## src/rtl/batt_sched.sv

```systemverilog
// Battery-conversion scheduler: shares the A2D between command battery reads and a periodic
// low-battery monitor. Define BATT_SCHED_TMO_EN to compile in the conversion timeout.
module batt_sched #(
  parameter int unsigned PERIOD_W   = 20,
  parameter logic [7:0]  LOW_THRESH = 8'hC0,
  parameter int unsigned LOW_CNT    = 4,
  parameter int unsigned TMO_W      = 12
) (
  input  logic        clk,
  input  logic        rst_n,
  input  logic        cmd_strt_cnv,
  output logic        cmd_cnv_cmplt,
  output logic [7:0]  batt,
  output logic        a2d_strt_cnv,
  input  logic        a2d_cnv_cmplt,
  input  logic [11:0] res,
  output logic        low_batt,
  output logic        a2d_err,
  output logic        busy
);

  localparam logic [3:0] LowCntMax = 4'(LOW_CNT);

  typedef enum logic [1:0] {StIdle, StConvCmd, StConvMon} state_e;

  state_e              state_q, state_d;
  logic                pend_cmd_q, pend_cmd_d;
  logic                pend_mon_q, pend_mon_d;
  logic [PERIOD_W-1:0] timer_q, timer_d;
  logic [3:0]          low_cnt_q, low_cnt_d;
  logic                low_batt_q, low_batt_d;
  logic [7:0]          batt_q, batt_d;
  logic                cmd_cnv_cmplt_q, cmd_cnv_cmplt_d;
  logic                a2d_strt_cnv_q, a2d_strt_cnv_d;
  logic                busy_q, busy_d;
  logic                timer_wrap;
  logic                tmo_hit;
  logic                tmo_fire;
  logic [7:0]          sample;
  logic [3:0]          unused_res_lsb;

  assign sample         = res[11:4];
  assign unused_res_lsb = res[3:0];
  assign timer_wrap     = &timer_q;

`ifdef BATT_SCHED_TMO_EN
  logic [TMO_W-1:0] tmo_q, tmo_d;
  logic             a2d_err_q, a2d_err_d;

  assign tmo_hit = &tmo_q;
  assign a2d_err = a2d_err_q;

  // Holding the counter at zero in IDLE makes it start from zero on every conversion entry.
  always_comb begin
    tmo_d     = (state_q == StIdle) ? '0 : tmo_q + TMO_W'(1);
    a2d_err_d = a2d_err_q | tmo_fire;
  end
`else
  logic [TMO_W-1:0] unused_tmo_w;
  logic             unused_tmo_fire;

  assign unused_tmo_w    = '0;
  assign unused_tmo_fire = tmo_fire;
  assign tmo_hit         = 1'b0;
  assign a2d_err         = 1'b0;
`endif

  always_comb begin
    state_d         = state_q;
    pend_cmd_d      = pend_cmd_q;
    pend_mon_d      = pend_mon_q | timer_wrap;
    timer_d         = timer_q + PERIOD_W'(1);
    low_cnt_d       = low_cnt_q;
    low_batt_d      = low_batt_q;
    batt_d          = batt_q;
    cmd_cnv_cmplt_d = 1'b0;
    a2d_strt_cnv_d  = 1'b0;
    tmo_fire        = 1'b0;

    unique case (state_q)
      StIdle: begin
        // Command wins over a pending monitor sample; stale completions are ignored here.
        if (pend_cmd_q || cmd_strt_cnv) begin
          state_d        = StConvCmd;
          pend_cmd_d     = 1'b0;
          a2d_strt_cnv_d = 1'b1;
        end else if (pend_mon_q) begin
          state_d        = StConvMon;
          pend_mon_d     = 1'b0;
          a2d_strt_cnv_d = 1'b1;
        end
      end
      StConvCmd: begin
        if (a2d_cnv_cmplt) begin
          batt_d          = sample;
          cmd_cnv_cmplt_d = 1'b1;
          state_d         = StIdle;
        end else if (tmo_hit) begin
          batt_d          = 8'h00;
          cmd_cnv_cmplt_d = 1'b1;
          tmo_fire        = 1'b1;
          state_d         = StIdle;
        end
      end
      StConvMon: begin
        if (cmd_strt_cnv) begin
          pend_cmd_d = 1'b1;
        end
        if (a2d_cnv_cmplt) begin
          if (sample < LOW_THRESH) begin
            if (low_cnt_q < LowCntMax) begin
              low_cnt_d = low_cnt_q + 4'd1;
            end
          end else begin
            low_cnt_d = 4'd0;
          end
          if (low_cnt_d == LowCntMax) begin
            low_batt_d = 1'b1;
          end
          state_d = StIdle;
        end else if (tmo_hit) begin
          tmo_fire = 1'b1;
          state_d  = StIdle;
        end
      end
      default: state_d = StIdle;
    endcase

    busy_d = (state_d != StIdle);
  end

  always_ff @(posedge clk or negedge rst_n) begin
    if (!rst_n) begin
      state_q         <= StIdle;
      pend_cmd_q      <= 1'b0;
      pend_mon_q      <= 1'b0;
      timer_q         <= '0;
      low_cnt_q       <= 4'd0;
      low_batt_q      <= 1'b0;
      batt_q          <= 8'h00;
      cmd_cnv_cmplt_q <= 1'b0;
      a2d_strt_cnv_q  <= 1'b0;
      busy_q          <= 1'b0;
`ifdef BATT_SCHED_TMO_EN
      tmo_q           <= '0;
      a2d_err_q       <= 1'b0;
`endif
    end else begin
      state_q         <= state_d;
      pend_cmd_q      <= pend_cmd_d;
      pend_mon_q      <= pend_mon_d;
      timer_q         <= timer_d;
      low_cnt_q       <= low_cnt_d;
      low_batt_q      <= low_batt_d;
      batt_q          <= batt_d;
      cmd_cnv_cmplt_q <= cmd_cnv_cmplt_d;
      a2d_strt_cnv_q  <= a2d_strt_cnv_d;
      busy_q          <= busy_d;
`ifdef BATT_SCHED_TMO_EN
      tmo_q           <= tmo_d;
      a2d_err_q       <= a2d_err_d;
`endif
    end
  end

  assign cmd_cnv_cmplt = cmd_cnv_cmplt_q;
  assign batt          = batt_q;
  assign a2d_strt_cnv  = a2d_strt_cnv_q;
  assign low_batt      = low_batt_q;
  assign busy          = busy_q;

endmodule

```

## config.mk

```make
export PLATFORM = sky130hd
export DESIGN_NAME = batt_sched
export DESIGN_NICKNAME = d
export VERILOG_FILES = /design/src/rtl/batt_sched.sv
export SDC_FILE = /design/constraint.sdc
export NUM_CORES = 1
export LEC_CHECK = 0
export ABC_AREA = 1
export BUFFER_PORTS_ARGS = -buffer_cell sky130_fd_sc_hd__buf_2
export CORE_UTILIZATION = 26
export CTS_CLUSTER_DIAMETER = 50
export DETAILED_ROUTE_END_ITERATION = 7
export PLACE_DENSITY = 0.45
export SYNTH_ARGS = -nofsm -noshare
export SYNTH_HDL_FRONTEND = slang
export SYNTH_SLANG_ARGS = --single-unit
```

## constraint.sdc

```tcl
create_clock -name clk -period 3.54 [get_ports clk]
set_input_delay 0.354 -clock clk [delete_from_list [all_inputs] [get_ports clk]]
set_output_delay 0.354 -clock clk [all_outputs]
set_load 0.02 [all_outputs]
```

# ---- Yosys cells after proc, flatten, opt, wreduce, memory -nomap -nowiden
# Cells that the tools add are included.
dict set report totals {
  out_inout_bits 13
  word_cells 49
  inputBits 16
  register_bits 40
}
dict set report classes {
  n_lt_le_gt_ge 2
  n_reduce_logical 10
  n_mux 19
  n_bitwise 1
  n_eq_ne 5
  add_sub_neg 2
}
# operator n
set op_table {}
lappend op_table {{adder 20 x 1 -> 20 bit (second input constant)} 1}
lappend op_table {{AND reduction 20 bit} 1}
lappend op_table {{two-way mux 4 bit} 4}
lappend op_table {{two-way mux 1 bit} 10}
lappend op_table {{< comparator 8 bit (second input constant)} 1}
lappend op_table {{two-way mux 2 bit} 3}
lappend op_table {{AND reduction 3 bit} 2}
lappend op_table {{adder 4 x 1 -> 4 bit (second input constant)} 1}
lappend op_table {{equality test 4 x 3 -> 1 bit (second input constant)} 1}
lappend op_table {{< comparator 4 x 3 -> 1 bit (second input constant)} 1}
lappend op_table {{inequality test 2 bit (second input constant)} 2}
lappend op_table {{one-hot mux 2 bit (2 select lines)} 1}
lappend op_table {{AND reduction 2 bit} 2}
lappend op_table {{nonzero test 2 bit} 2}
lappend op_table {{equality test 2 x 1 -> 1 bit (second input constant)} 1}
lappend op_table {{equality test 2 bit (second input constant)} 1}
lappend op_table {{logical NOT 2 bit} 1}
lappend op_table {{one-hot mux 1 bit (2 select lines)} 1}
lappend op_table {{OR reduction 2 bit} 1}
lappend op_table {{logical OR 1 bit} 1}
lappend op_table {{OR 1 bit} 1}

# ---- Logic depth before layout (Yosys ltp)
dict set report logic_depth {
  depth_word 7
  depth_mapped 8
  ltp_nobuf 8
}

# ---- Worst setup path after synthesis
# OpenSTA, ideal clock, no wires.
dict set report synth_timing {
  path_kind {reg2reg}
  startpoint {reg state_q[1]}
  endpoint {reg batt_q[0], in the netlist batt[0]}
  period_less_slack_ns 1.244
  arrival_ns 1.126
  t_required_ns 3.422
  setup_slack_ns 2.296
  setup_ns 0.118
  path_stages_with_launch 7
  n_path_buf 0
  path_cell_list {dfrtp_1 -> inv_1 -> ha_1 -> nand2_1 -> clkinv_1 -> nand2_1 -> nand2_1}
}
dict set report synth_between {
  elab_chain_len 2
}
# item line_no
set synth_rtl {}
lappend synth_rtl {{start: declaration} 26} ;# state_e state_q, state_d;
lappend synth_rtl {{start signal: assignment} 134} ;# state_q <= StIdle;
lappend synth_rtl {{start signal: assignment} 149} ;# state_q <= state_d;
lappend synth_rtl {{equality test 2 x 1 -> 1 bit} 80} ;# unique case (state_q)
lappend synth_rtl {{AND reduction 2 bit (no line)} --}
lappend synth_rtl {{end signal: assignment} 155} ;# batt_q <= batt_d;
lappend synth_rtl {{end: declaration} 32} ;# logic [7:0] batt_q, batt_d;
# No other way between the ends.
# A chain may end at the register's enable or synchronous reset.

# ---- Worst setup path after layout
dict set report layout_timing {
  startpoint {reg state_q[1]}
  endpoint {reg batt_q[1], in the netlist batt[1]}
}
# The elaborated chain is that of the path after synthesis.

==> qor.yml <==
status: "finished, final reports clean"
postCtsSetupBuffers: 0
critPathLaunchType: "flip-flop"
grt_pass1_vias: 1383
intPower_mw: 0.815
finalSetupViolations: 0
drive_gt1_share_pct: 15.7
cts_resized: 0
crit_required_ps: 3720
antenna_found_initial: 0
reg2reg_setup_slack_ps: 1960
combPwrFrac_pct: 29.6
r2r_cells: 6
p_leak_nw: 1.11
netSwitchingFraction_pct: 35.7
p_seq_share_pct: 47.2
worstReg2RegEnd: "batt[1]"
drt-wirelength-per-cell_microns: 10.2
slew_violations: 0
overflow: 0
final_util_pct: 31.8
die_y_microns: 87.2
path_clk_slew_ps: 80
syn_inst: 220
grt_pass1_wl_microns: 6240
wl_microns: 3510
start_util_pct: 27.4
fmax_ghz: 0.635
core_area_sq_um: 6910
path_cells: "inv_1 > ha_1 > nand2_1 > clkinv_1 > nand2_1 > nand2_1"
cts_sinks: 40
gp_congestion: 0.764
die_area_sq_um: 7610
yosys_warnings: 0
finalCritPeriodShare_pct: 44.5
clk_latency_ps: 290
syn_nets: 242
critPathMaxFanout: 9
num_vias: 1368
diodes: 0
die_w_microns: 87.2
dp_hpwl_microns: 2580
timing.rr.start: "state_q[1]"
vdd.ir_drop.worst_v: 0.000239
ys_types: 24
crit_arrival_ps: 1760
drc: 0
power_mw: 1.27
cap_viol_max_count: 0
max_stage_delay_ps: 400
grt_use_total_pct: 11.0
synth_seq_area_share_pct: 53.0
cts_hold_buf: 0
cts-buffers-inserted: 5
firstDrtPassIters: 4
yosys_register_bits: 40
p_clk_share_pct: 23.2
syn-mean-instance-area_sq_um: 8.59
post-place-cells: 338
drtIter0Drc: 42
clock_skew_ps: 4.65
htreeDepth: 2
hold_path.class: "input pin to async pin"
io-pin-count: 29
cts_tree: "built"
hold_viol: 0
fillCellCount: 776
cpMaxStageDelayCell: "dfrtp_1"
final_common_cell: "nand2_1"
final_cell_mix: "nand2_1 (77), dfrtp_1 (40), nor2_1 (27)"
tightest_slew_ps: 878
root_buffer: "clkbuf_8"
grt_max_degree: 41
power_switching_mw: 0.453
pwr_density_cell_nw_per_um2: 577
antenna_left: 0
slew_headroom_pct: 41.5
fin_hold_ws_ps: 180
syn_area_sq_um: 1890
tns_ps: 0
finalNonFillerCells: 345
crit_type: "flip-flop to flip-flop"
area_delta_synth_final_pct: 16.4
io_buffer_count: 23
cp-end-kind: "flip-flop"
viasPerCell: 3.97
nets: 271
crit_top_cell: "nand2_1"
min_period_ps: 1580
rows: 30
cts_buffer_depth: 2
rsz0062_at_grt: "no"
-- worst max-delay path, delay by kind of cell (launching register included) --
family                     cells  cell delay (ps)
and+or+nand+nor                3              470
buffers and inverters          2              420
DFF                            1              400
adders and majority gates      1              180
-- kinds of logic (layout without fill, tap and decap cells) --
group	count (synthesis)	count (layout)	share of synthesized area, %
AND/OR/NAND/NOR	121	121	26.4
adder cells (fa/ha/maj)	6	6	3.97
AO/OA/AOI/OAI	14	14	4.44
other	1	1	0.198
buffers and inverters	22	51	4.57
flip-flops	40	40	53.0
XOR/XNOR	16	16	7.42
-- worst max path at each step --
stage	from	end	slack, ps	depth (start not counted)
finish	state_q[1]	batt[1]	1960	6
CTS	state_q[1]	batt[1]	1870	6
global route	state_q[1]	batt[2]	1720	6
global placement	state_q[1]	batt[0]	1900	6
floorplan	state_q[1]	batt[0]	2300	6
detailed placement	state_q[1]	batt[1]	1890	6
-- sequential cells by signal, indices dropped and copies added (netlist names) --
register and flops:
pend_mon_q 1, low_batt 1, timer_q 20, cmd_cnv_cmplt 1, low_cnt_q 4, a2d_strt_cnv 1, busy 1, pend_cmd_q 1
state_q 2, batt 8
-- metrics by stage --
stage / cell area (sq um) / setup WS [ps]
floorplan: 1890 / 2300
global placement: 2120 / 1900
detailed placement: 2120 / 1890
CTS: 2200 / 1870
global route: 2200 / 1720
finish: 2200 / 1960
-- layout make-up --
type / count / area [sq um] / area share, %
Clock inverter: 2 / 12.5 / 0.569
Multi-Input combinational cell: 158 / 802 / 36.5
Timing Repair Buffer: 23 / 115 / 5.24
Sequential cell: 40 / 1000 / 45.5
Inverter: 21 / 78.8 / 3.59
Clock buffer: 5 / 68.8 / 3.13
Tap cell: 96 / 120 / 5.46
-- layer usage --
layer | share of wire, % | global-route usage, %
met3 | 2.7 | 3.41
met1 | 52 | 13.9
met4 | 1.9 | 6.56
met2 | 43 | 16.4
met5 | 0 | 0
-- power by group through the flow --
stage,Sequential (mW),Clock [mW],Combinational [mW]
after global routing,0.611,0.326,0.433
after global placement,0.607,0,0.381
after CTS,0.598,0.310,0.386
after floorplan,0.676,0,0.192
final,0.598,0.295,0.376
after detailed placement,0.606,0,0.385
-- synthesized netlist by cell type --
cell type	instances	area, sq um
o21ai_0	5	25.0
inv_1	19	71.3
xor2_1	8	70.1
dfrtp_1	40	1000
o211ai_1	2	15.0
nor3_1	1	5.00
nor2_1	27	101
nand3_1	8	40.0
conb_1	1	3.75
ha_1	6	75.1
nand3_2	2	20.0
o21ba_2	1	10.0
clkinv_1	1	3.75
nand2_2	2	12.5
nor2_2	2	12.5
inv_2	1	3.75
nand2_1	77	289
nand3b_1	1	7.51
a31oi_1	1	6.26
a21boi_0	1	7.51
xnor2_1	8	70.1
a21oi_1	4	20.0
nor2_4	1	11.3
buf_4	1	7.51
Power figures use the tool's default switching activity.
